==> config.mk <==
export PLATFORM = sky130hd
export DESIGN_NAME = bit_serializer
export DESIGN_NICKNAME = d
export VERILOG_FILES = /design/src/rtl/bit_serializer.sv
export SDC_FILE = /design/constraint.sdc
export NUM_CORES = 1
export LEC_CHECK = 0
export ABC_AREA = 1
export CORE_UTILIZATION = 50
export CTS_BUF_LIST = sky130_fd_sc_hd__clkbuf_4 sky130_fd_sc_hd__clkbuf_8
export DETAILED_ROUTE_END_ITERATION = 8
export PLACE_DENSITY = 0.79
export SETUP_SLACK_MARGIN = 0.5
export SLEW_MARGIN = 10
export SYNTH_ARGS = -nofsm -noshare
export SYNTH_HDL_FRONTEND = slang
export SYNTH_SLANG_ARGS = --single-unit
==> constraint.sdc <==
create_clock -name clk -period 1.5 [get_ports clk]
set_clock_uncertainty 0.1 [all_clocks]
set_input_delay 0.3 -clock clk [delete_from_list [all_inputs] [get_ports clk]]
set_output_delay 0.3 -clock clk [all_outputs]
set_load 0.1 [all_outputs]
==> src/rtl/bit_serializer.sv <==
// Parallel-to-serial front end: takes a WIDTH-bit word over valid/ready and
// emits it one bit per clock on ser_d with ser_en high, optionally followed by
// a forced idle gap. Between words ser_en and ser_d are both held low.
module bit_serializer #(
    parameter int unsigned WIDTH      = 8,
    parameter bit          MSB_FIRST  = 1'b1,
    parameter int unsigned GAP_CYCLES = 0
) (
    input  logic             clk,
    input  logic             rst_n,
    input  logic [WIDTH-1:0] in_data,
    input  logic             in_valid,
    output logic             in_ready,
    output logic             ser_d,
    output logic             ser_en,
    output logic             busy,
    output logic             done
);

    localparam int unsigned     CntW      = $clog2(WIDTH);
    localparam logic [CntW-1:0] LastIdx   = CntW'(WIDTH - 1);
    localparam logic [CntW-1:0] PenultIdx = CntW'(WIDTH - 2);
    localparam logic [7:0]      GapLast   = (GAP_CYCLES == 0) ? 8'd0 : 8'(GAP_CYCLES - 1);
    localparam bit              HasGap    = (GAP_CYCLES > 0);

    localparam logic [1:0] StIdle  = 2'd0;
    localparam logic [1:0] StShift = 2'd1;
    localparam logic [1:0] StGap   = 2'd2;

    logic [1:0]       state_q, state_d;
    logic [WIDTH-1:0] sreg_q, sreg_d;
    logic [CntW-1:0]  cnt_q, cnt_d;
    logic [7:0]       gap_q, gap_d;
    logic             in_ready_q, in_ready_d;
    logic             ser_d_q, ser_d_d;
    logic             ser_en_q, ser_en_d;
    logic             busy_q, busy_d;
    logic             done_q, done_d;

    // Bit that leaves next, given the current contents of the shift register.
    function automatic logic head_bit(input logic [WIDTH-1:0] w);
        return MSB_FIRST ? w[WIDTH-1] : w[0];
    endfunction

    // Drop the head bit so the following one moves into the head position.
    function automatic logic [WIDTH-1:0] advance(input logic [WIDTH-1:0] w);
        return MSB_FIRST ? {w[WIDTH-2:0], 1'b0} : {1'b0, w[WIDTH-1:1]};
    endfunction

    // Next-state and next-output decode; every output is taken from a flop.
    always_comb begin
        state_d    = state_q;
        sreg_d     = sreg_q;
        cnt_d      = cnt_q;
        gap_d      = gap_q;
        in_ready_d = in_ready_q;
        ser_d_d    = ser_d_q;
        ser_en_d   = ser_en_q;
        busy_d     = busy_q;
        done_d     = done_q;

        unique case (state_q)
            StIdle: begin
                if (in_valid && in_ready_q) begin
                    // First bit goes out in the cycle right after acceptance.
                    state_d    = StShift;
                    sreg_d     = advance(in_data);
                    ser_d_d    = head_bit(in_data);
                    ser_en_d   = 1'b1;
                    busy_d     = 1'b1;
                    in_ready_d = 1'b0;
                    done_d     = 1'b0;
                    cnt_d      = '0;
                end
            end
            StShift: begin
                if (cnt_q == LastIdx) begin
                    ser_en_d = 1'b0;
                    ser_d_d  = 1'b0;
                    done_d   = 1'b0;
                    cnt_d    = '0;
                    sreg_d   = '0;
                    if (HasGap) begin
                        state_d = StGap;
                        gap_d   = 8'd0;
                    end else begin
                        state_d    = StIdle;
                        busy_d     = 1'b0;
                        in_ready_d = 1'b1;
                    end
                end else begin
                    cnt_d   = cnt_q + 1'b1;
                    ser_d_d = head_bit(sreg_q);
                    sreg_d  = advance(sreg_q);
                    // cnt_q is the index currently on the wire; the next one is last.
                    done_d  = (cnt_q == PenultIdx);
                end
            end
            StGap: begin
                if (gap_q == GapLast) begin
                    state_d    = StIdle;
                    busy_d     = 1'b0;
                    in_ready_d = 1'b1;
                    gap_d      = 8'd0;
                end else begin
                    gap_d = gap_q + 8'd1;
                end
            end
            default: begin
                state_d    = StIdle;
                sreg_d     = '0;
                cnt_d      = '0;
                gap_d      = 8'd0;
                in_ready_d = 1'b1;
                ser_d_d    = 1'b0;
                ser_en_d   = 1'b0;
                busy_d     = 1'b0;
                done_d     = 1'b0;
            end
        endcase
    end

    // State and output registers with synchronous active-low reset.
    always_ff @(posedge clk) begin
        if (!rst_n) begin
            state_q    <= StIdle;
            sreg_q     <= '0;
            cnt_q      <= '0;
            gap_q      <= 8'd0;
            in_ready_q <= 1'b1;
            ser_d_q    <= 1'b0;
            ser_en_q   <= 1'b0;
            busy_q     <= 1'b0;
            done_q     <= 1'b0;
        end else begin
            state_q    <= state_d;
            sreg_q     <= sreg_d;
            cnt_q      <= cnt_d;
            gap_q      <= gap_d;
            in_ready_q <= in_ready_d;
            ser_d_q    <= ser_d_d;
            ser_en_q   <= ser_en_d;
            busy_q     <= busy_d;
            done_q     <= done_d;
        end
    end

    assign in_ready = in_ready_q;
    assign ser_d    = ser_d_q;
    assign ser_en   = ser_en_q;
    assign busy     = busy_q;
    assign done     = done_q;

endmodule

After elaboration in Yosys (flattened, before gate mapping). Index checks and enable logic that the tools add are counted. Widths: inputs -> output; s select.

Bits in registers: 26. Bits of input ports: 11. Output and inout port bits: 5. Word-level logic and storage cells: 52.

$add $sub $neg: 2. Equality and inequality tests: 7. Mux-type cells: 26. Bitwise operators: 1. Reduce and logical (&&, ||, !) cells: 7.

Operators with widths (number): $mux 8 (3); $pmux 8 s3 (1); $pmux 8 s2 (1); $pmux 1 s3 (5); $mux 1 (9); $pmux 3 s3 (1); $add 8x1->8 const B (1); $logic_not 8->1 (1); $eq 3x3->1 const B (2); $mux 2 (3); $mux 3 (2); $ne 2x2->1 const B (3); $pmux 2 s3 (1); $reduce_and 3->1 (2); $add 3x1->3 const B (1); $eq 2x1->1 const B (1); $eq 2x2->1 const B (1); $logic_not 2->1 (1); $reduce_and 2->1 (1); $reduce_or 2->1 (1); $logic_and 1x1->1 (1); $not 1->1 (1).

Longest topological paths before layout. Gate-level depths: netlist of the first run.

Depth after elaboration: 3. Gate-level depth with buffers: 7.

Worst setup path after synthesis of the first run. OpenSTA, ideal clock, no wires.

Path kind: flip-flop to output port. From: register ser_en_q, in the netlist ser_en. To: output ser_en. Arrival time: 1489 ps. Data required time: 1100 ps. Path slack: -389 ps. Stages on the path, launching flop included: 2. Path buffers: 1. Path through: dfxtp_1 buf_4.

RTL lines: from (decl) (RTL line 36) `logic ser_en_q, ser_en_d;`; from (signal assigned) (RTL line 142) `ser_en_q <= ser_en_d;`; to (decl) (RTL line 15) `output logic ser_en,`.

No word-level cell between the ends.

Worst setup path after layout of the first run.
From: register cnt_q[0]. To: register sreg_q[6].

Longest elaborated chain between the ends: 3.

RTL lines: from (decl) (RTL line 32) `logic [CntW-1:0] cnt_q, cnt_d;`; from (signal assigned) (RTL line 138) `cnt_q <= cnt_d;`; $eq 3x3->1 (RTL line 77) `if (cnt_q == LastIdx) begin`; $mux 8 (RTL line 77); $pmux 8 s3 (RTL line 62) `unique case (state_q)`; to (signal assigned) (RTL line 137) `sreg_q <= sreg_d;`; to (decl) (RTL line 31) `logic [WIDTH-1:0] sreg_q, sreg_d;`.

No other way between the ends. A chain may end at the register's enable or synchronous reset.

==> impl_metrics.toml, run 1 <==
[worst_setup_path]
cp_common_cell = "nor2_1"
crit_path_top_delay_cell = "dfxtp_4"
rr_startpoint = "cnt_q[0]"
reg2reg_slack_ps = 170
worstPathArrival_ps = 1470
critical_path_class = "reg -> reg"
worst-path-max-fanout = 7
start_kind = "flop"
required_ps = 1630
crit_chain = "ha_4 > ha_4 > inv_6 > nand2_8 > nor2_1 > nor2_1 > nor2_1"
worst_r2r_endpoint = "sreg_q[6]"
crit_path_end_kind = "flop"
cpPeakStageDelay_ps = 370
r2r.worst_path.cells = 7

[logic_synthesis]
syn_nets = 118
synth_top_area_cell = "dfxtp_1"
avgSynthCellArea_um2 = 6.87
synth_area_um2 = 714
ys.flop_type = "dfxtp_1"
synth_top_area_frac = 0.392
async_reset_ff_frac = 0
ys_types = 16
synth_cells = 104
yosysSeqAreaShare = 0.392
synthTopCellsByArea = "dfxtp_1 (39%), nand2_1 (14%), nor2_1 (11%), nand3_1 (7.7%), ha_1 (5.3%)"
synth_seq_cells = 14
synth_common_cells = "nand2_1 (26), nor2_1 (21), dfxtp_1 (14)"
synth_most_common_cell = "nand2_1"
synth_edf_count = 0
ys_warn_count = 0

[sta]
tightest_slew_ps = 261
period_minus_slack_ps = 1330
hold_slack_ps = 414
fmax_mhz = 749
hold_viol_final = 0
setup_slack_ps = 166
finalCritPeriodShare = 0.890
slew_headroom = 0.826
slew_violations = 0
grt_setup_unrepaired = "true"
setup_viol = 0

[power_and_ir_drop]
powerDensity_nw_per_um2 = 907
vdd_drop_max_v = 0.000685
p_leak_nw = 0.497

[route]
dr.pass1.iters = 4
post_drt_wl_per_cell_um = 14.9
drcViolationCount = 0
first_iter_violations = 23
drt_wl_total_um = 2120
postRouteAntennaNets = 0
vias = 775
vias_per_cell = 5.46

[clocking]
clock_latency_ps = 290
cts.path.max_buffers = 2
numClockSinks = 14
numCtsBuffers = 3
cts_htree_levels = 1
cts_hold_buf = 0
clk_pin_slew_worst_paths_ps = 90
cts_tree = "yes"
cts_root_buffer = "clkbuf_4"

[die]
row_count = 13
fp.dieH_um = 39.8
dieArea_um2 = 1580
io_pins = 16
core_um2 = 1320
initial_core_util = 0.542
dieWidth_um = 39.8

[placement]
pre_cts_slack_ps = -26.6
dp.cells = 133
io_buffers = 15
gp_congestion = 0.745
dp_hpwl_um = 1170
place_area_um2 = 991

[layout]
num_antenna_cells = 0
num-fill-cells = 58
syn_to_final_growth_pct = 67.1
fin_area_um2 = 1190
layout.nets = 142
drive_gt1_frac = 0.394
stdcell_count = 142

[outcome]
outcome = "finished clean"

[global_route]
grt_pass1_wl_um = 2700
overflow = 0
grt_max_degree = 23
antenna_found_initial = 0
grt_pass1_vias = 619
gr-usage-all-layers = 0.265

[hold_path]
min_path_cells = 2
hold_path_class = "reg -> reg"
worstHoldEndpoint = "sreg_q[1]"
hp-start = "sreg_q[1]"

[run]
max_cap_viol_count = 0
==> power by group <==
| part | total, mW | internal, mW | switching [mW] |
|---|---|---|---|
| clock network | 0.283 | 0.148 | 0.135 |
| logic | 0.377 | 0.149 | 0.227 |
| registers | 0.423 | 0.400 | 0.0231 |
| total | 1.08 | 0.697 | 0.386 |
==> critical path: cells and delay by family (launching register included) <==
family                     cells  cell delay (ps)
buffers and inverters          1               80
and+or+nand+nor                4              380
adders and majority gates      2              330
DFF                            1              370
==> registers in the layout (all words and copies together) (netlist names) <==
register and flops:
sreg_q 7, ser_d 1, cnt_q 3, in_ready 1, done 1, ser_en 1
==> metal layers <==
metal	vias up	routed length [µm]	track usage
li1	373	-	-
met3	10	93	0.0511
met5	-	0	0
met4	0	82	0.0776
met1	350	836	0.306
met2	42	1110	0.480
==> worst max-delay path by stage <==
stage	from	to	slack [ps]	cells after the start
after floorplan	ser_en	sreg_q[2]	300	6
after global placement	in_valid	sreg_q[3]	50	6
after detailed placement	in_valid	sreg_q[7]	-30	6
after CTS	ser_en	ser_en	220	1
after global routing	cnt_q[0]	sreg_q[6]	140	7
final	cnt_q[0]	sreg_q[6]	170	7
==> final cells by class <==
type,count,area (µm²),area share
flip-flops and latches,14,303,0.254
repair buffers,24,290,0.243
well taps,15,18.8,0.0157
multi-input cells,74,494,0.414
clock buffers,4,36.3,0.0304
inverters,11,51.3,0.0430
==> timing repair <==
action                                  in CTS  in global routing
pin swaps                                    9                  2
buffers inserted                             5                  0
gates resized for setup                     19                 10
endpoints found under the setup margin      19                 19
==> per-stage QoR <==
stage | TNS (ps) | power, mW | util
final | 0 | 1.08 | 0.906
after global routing | 0 | 1.13 | 0.906
after CTS | 0 | 1.05 | 0.874
after detailed placement | -26.6 | 0.738 | 0.752
after global placement | 0 | 0.729 | 0.752
after floorplan | 0 | 0.649 | -
==> logic make-up after synthesis <==
logic type	synth area share
AND/OR/NAND/NOR	0.385
adder cells (fa/ha/maj)	0.0525
AO/OA/AOI/OAI	0.0490
flip-flops	0.392
buffers and inverters	0.121
==> placed cells by master (no fill, tap or decap) <==
cell type,netlist,final
nand2_1,26,23
nor2_1,21,16
clkdlybuf4s50_1,0,9
inv_1,10,8
dfxtp_1,14,8
nand3_2,1,7
dfxtp_4,0,6
buf_12,0,6
nand3_1,11,5
buf_4,3,5
a21oi_2,0,4
nor2_4,0,4
ha_4,0,3
clkbuf_4,0,3
buf_6,2,3
inv_4,0,2
nand2_4,0,2
nand4_1,2,2
a21oi_1,6,2
inv_6,0,1
nand2_8,0,1
o21ai_0,1,1
nand3b_1,1,1
or2_0,1,1
and2_2,1,1
nor2_2,0,1
clkbuf_8,0,1
dlygate4sd2_1,0,1
(Power assumes the default switching activity.)
==> run 2: changes to the inputs <==
ABC_AREA = not set   (was 1)
CORE_MARGIN = 2   (was not set)
REMOVE_ABC_BUFFERS = 1   (was not set)
==> run 2 against run 1 <==
Synthesized cell count is 30% lower. Register-to-register slack is essentially flat. Global-route usage is 0.27 points higher.
==> impl_metrics.toml, run 2 <==
[layout]
largest_register = "sreg_q"
top_regs = "sreg_q x7, cnt_q x3"
final_util = 0.940
stdcell_count = 121
register_area_um2 = 293
layout.cells.most_common = "buf_6"
layout_common_cells = "buf_6 (11), clkdlybuf4s50_1 (9), dfxtp_1 (8), buf_4 (8)"
layout.nets = 121
syn_to_final_growth_pct = 73.1
fin_area_um2 = 1250
num-fill-cells = 39
multiInputGateArea_um2 = 497
largest_register_ff_count = 7
drive_gt1_frac = 0.500
num_antenna_cells = 0

[worst_setup_path]
required_ps = 1100
worstPathArrival_ps = 960
worst_r2r_endpoint = "done"
r2r.worst_path.cells = 5
start_kind = "flop"
rr_startpoint = "cnt_q[0]"
reg2reg_slack_ps = 160
worst-path-max-fanout = 3
critical_path_class = "reg -> out"
crit_path_end_kind = "output pin"

[global_route]
grt_pass1_wl_um = 3460
grt_pass1_vias = 694
antenna_found_initial = 0
gr-usage-all-layers = 0.267
overflow = 0
grt_max_degree = 22

[sta]
tightest_slew_ps = 284
hold_viol_final = 0
fmax_mhz = 738
slew_violations = 0
setup_viol = 0
slew_headroom = 0.811
period_minus_slack_ps = 1360
finalCritPeriodShare = 0.904
grt_setup_unrepaired = "true"

[clocking]
numCtsBuffers = 3
cts.path.max_buffers = 2
numClockSinks = 14
clock_latency_ps = 300
cts_htree_levels = 1
cts_tree = "yes"
cts_root_buffer = "clkbuf_4"
cts_hold_buf = 0
clk_pin_slew_worst_paths_ps = 100

[logic_synthesis]
async_reset_ff_frac = 0
synth_edf_count = 0
synthTopCellsByArea = "dfxtp_1 (39%), o211a_1 (9.7%), mux2_4 (8.3%), ha_1 (5.2%), o21ai_0 (4.8%)"
synth_cells = 73
synth_area_um2 = 724
synth_common_cells = "dfxtp_1 (14), inv_1 (8), o211a_1 (7), o21ai_0 (7)"
ys_warn_count = 0
ys.flop_type = "dfxtp_1"
synth_seq_cells = 14
synth_top_area_frac = 0.387
yosysSeqAreaShare = 0.387
ys_types = 23
avgSynthCellArea_um2 = 9.92
synth_top_area_cell = "dfxtp_1"
synth_most_common_cell = "dfxtp_1"

[route]
vias_per_cell = 6.03
first_iter_violations = 20
post_drt_wl_per_cell_um = 20.8
drcViolationCount = 0
vias = 730
postRouteAntennaNets = 0
drt_wl_total_um = 2520
dr.pass1.iters = 4

[die]
fp.dieH_um = 42.1
row_count = 13
core_um2 = 1330
dieArea_um2 = 1770
initial_core_util = 0.543
dieWidth_um = 42.1
io_pins = 16

[placement]
io_buffers = 15
gp_congestion = 0.664
dp.cells = 104
place_area_um2 = 961
dp_hpwl_um = 979

[power_and_ir_drop]
p_leak_nw = 0.584
vdd_drop_max_v = 0.000753
report.power.total_mw = 1.14
powerDensity_nw_per_um2 = 906

[run]
max_cap_viol_count = 0

[hold_path]
hold_path_class = "in -> reg"
hp-start = "in_valid"
min_path_cells = 4
worstHoldEndpoint = "in_ready"

[outcome]
outcome = "finished clean"
run 2: worst max-delay path by stage:
stage / depth (start not counted) / start / slack (ps) / endpoint
2_1_floorplan: 2 / ser_en / -1110 / ser_d
3_3_place_gp: 4 / in_valid / -230 / sreg_q[4]
3_5_place_dp: 4 / in_valid / -240 / sreg_q[7]
4_1_cts: 2 / ser_en / 170 / ser_en
5_1_grt: 2 / in_ready / 130 / in_ready
6_report: 2 / in_ready / 140 / in_ready
run 2: layout make-up:
cell class              count  area share
flip-flops and latches     14       0.234
inverters                   8      0.0240
well taps                  15      0.0150
repair buffers             34       0.302
multi-input cells          46       0.396
clock buffers               4      0.0289
run 2: metal layers:
metal / vias up / global-route usage / share of wire
met5: - / 0 / 0
met2: 43 / 0.491 / 0.51
met3: 14 / 0.0560 / 0.058
li1: 323 / - / -
met4: 0 / 0.0813 / 0.046
met1: 350 / 0.308 / 0.39
run 2: stage by stage:
step                      hold WS [ps]  worst slack (ps)  setup TNS [ps]
after floorplan                    262             -1110          -15850
after global placement             397              -230           -1840
after detailed placement           418              -244           -2130
after CTS                          419               172               0
after global routing               429               130               0
final                              410               144               0
run 2: repair_timing:
item,CTS,global route
cloned,1,0
gates resized for setup,37,16
buffers inserted,10,2
endpoints found under the setup margin,19,19
pin swaps,9,7
run 2: kinds of logic (layout without fill, tap and decap cells):
logic type / count (synthesis) / count (layout) / share of synthesized area
AOI/OAI and AO/OA: 19 / 19 / 0.195
DFF: 14 / 14 / 0.387
and+or+nand+nor: 14 / 15 / 0.119
buffers and inverters: 14 / 46 / 0.0898
muxes: 9 / 9 / 0.157
adders and majority gates: 3 / 3 / 0.0518
run 2: critical path, cell delays in order, from the launching register on:
cell and delay [ps]:
dfxtp_4 380, buf_6 110, buf_12 160
run 2: power breakdown:
group          internal, mW  total [mW]  leakage, nW  switching (mW)
registers             0.403       0.428        0.118          0.0248
logic                 0.207       0.408        0.445           0.202
clock network         0.148       0.300       0.0210           0.152
total                 0.758        1.14        0.584           0.379
==> run 3: changes to the inputs <==
MAX_ROUTING_LAYER = met4   (was not set)
==> run 3 against run 2 <==
First-iteration DRC count decreased by 50%. Non-clock buffer count unchanged. Total power about the same. Hold slack improved by 3.7 ps. Utilization unchanged. Die area unchanged. Critical path depth unchanged. Clock power about the same. Cell count unchanged.
==> impl_metrics.toml, run 3 (synthesized netlist as in run 2, its figures left out) <==
[sta]
setup_slack_ps = 143
fmax_mhz = 737
period_minus_slack_ps = 1360
hold_slack_ps = 413
hold_viol_final = 0
slew_violations = 0
fin_setup_tns_ps = 0
tightest_slew_ps = 288
slew_headroom = 0.808
grt_setup_unrepaired = "true"
finalCritPeriodShare = 0.905
setup_viol = 0

[run]
max_cap_viol_count = 0

[global_route]
grt_max_degree = 22
grt_pass1_wl_um = 3460
overflow = 0
grt_pass1_vias = 702
gr-usage-all-layers = 0.274
antenna_found_initial = 0

[die]
io_pins = 16
core_um2 = 1330
dieArea_um2 = 1770
dieWidth_um = 42.1
row_count = 13
initial_core_util = 0.543
fp.dieH_um = 42.1

[layout]
layout.cells.most_common = "buf_6"
drive_gt1_frac = 0.500
num_antenna_cells = 0
layout_common_cells = "buf_6 (11), clkdlybuf4s50_1 (9), dfxtp_1 (8), buf_4 (8)"
syn_to_final_growth_pct = 73.1
largest_register = "sreg_q"
layout.nets = 121
top_regs = "sreg_q x7, cnt_q x3"
largest_register_ff_count = 7

[clocking]
cts_hold_buf = 0
clock_latency_ps = 300
cts_htree_levels = 1
cts.path.max_buffers = 2
clk_pin_slew_worst_paths_ps = 110
numCtsBuffers = 3
cts_root_buffer = "clkbuf_4"
cts_tree = "yes"
numClockSinks = 14

[worst_setup_path]
start_kind = "flop"
required_ps = 1100
worstPathArrival_ps = 960
crit_path_end_kind = "output pin"
worst-path-max-fanout = 3
critical_path_class = "reg -> out"

[route]
first_iter_violations = 10
drcViolationCount = 0
dr.pass1.iters = 4
vias_per_cell = 5.80
post_drt_wl_per_cell_um = 20.6
postRouteAntennaNets = 0
drt_wl_total_um = 2500
vias = 702

[placement]
io_buffers = 15
pre_cts_slack_ps = -244
gp_congestion = 0.670
dp_hpwl_um = 979

[power_and_ir_drop]
vdd_drop_max_v = 0.000774
powerDensity_nw_per_um2 = 906
p_leak_nw = 0.584
report.power.total_mw = 1.14

[hold_path]
hold_path_class = "in -> reg"

[outcome]
outcome = "finished clean"
run 3: worst paths after layout:
path,start,endpoint,slack (ps),cells past startpoint
max,in_ready,in_ready,140,2
min,in_valid,in_ready,410,4
max reg2reg,cnt_q[0],done,150,5
min reg2reg,done,done,440,2
run 3: power by group:
group | switching [mW] | internal, mW | total, mW
clock | 0.153 | 0.148 | 0.301
sequential | 0.0243 | 0.403 | 0.427
combinational | 0.201 | 0.207 | 0.407
total | 0.378 | 0.758 | 1.14
run 3: metal layers:
metal | track usage | wire length (µm)
met4 | 0.0813 | 52
met5 | - | 0
met2 | 0.494 | 1310
met3 | 0.0560 | 139
met1 | 0.303 | 989
run 3: area by class of cell:
cell class | instances | area (µm²)
Fill cell | 39 | 80.1
Clock buffer | 4 | 36.3
Multi-Input combinational cell | 46 | 497
Timing Repair Buffer | 34 | 379
Inverter | 8 | 30.0
Tap cell | 15 | 18.8
Sequential cell | 14 | 293
run 3: what timing repair did:
item,4_1_cts,5_1_grt
gates cloned,1,0
setup buffers,10,2
gates resized for setup,37,16
setup endpoints to repair,19,19
pin swaps,9,7
run 3: stage by stage:
stage	cells	instance area (µm²)	util
after global routing	121	1250	0.940
after detailed placement	104	961	0.720
final	121	1250	0.940
after CTS	119	1200	0.903
after floorplan	67	689	-
after global placement	104	961	0.720
run 3: critical path, stage by stage, from the launching register on:
cell and delay [ps]:
dfxtp_4 380, buf_6 110, buf_12 160
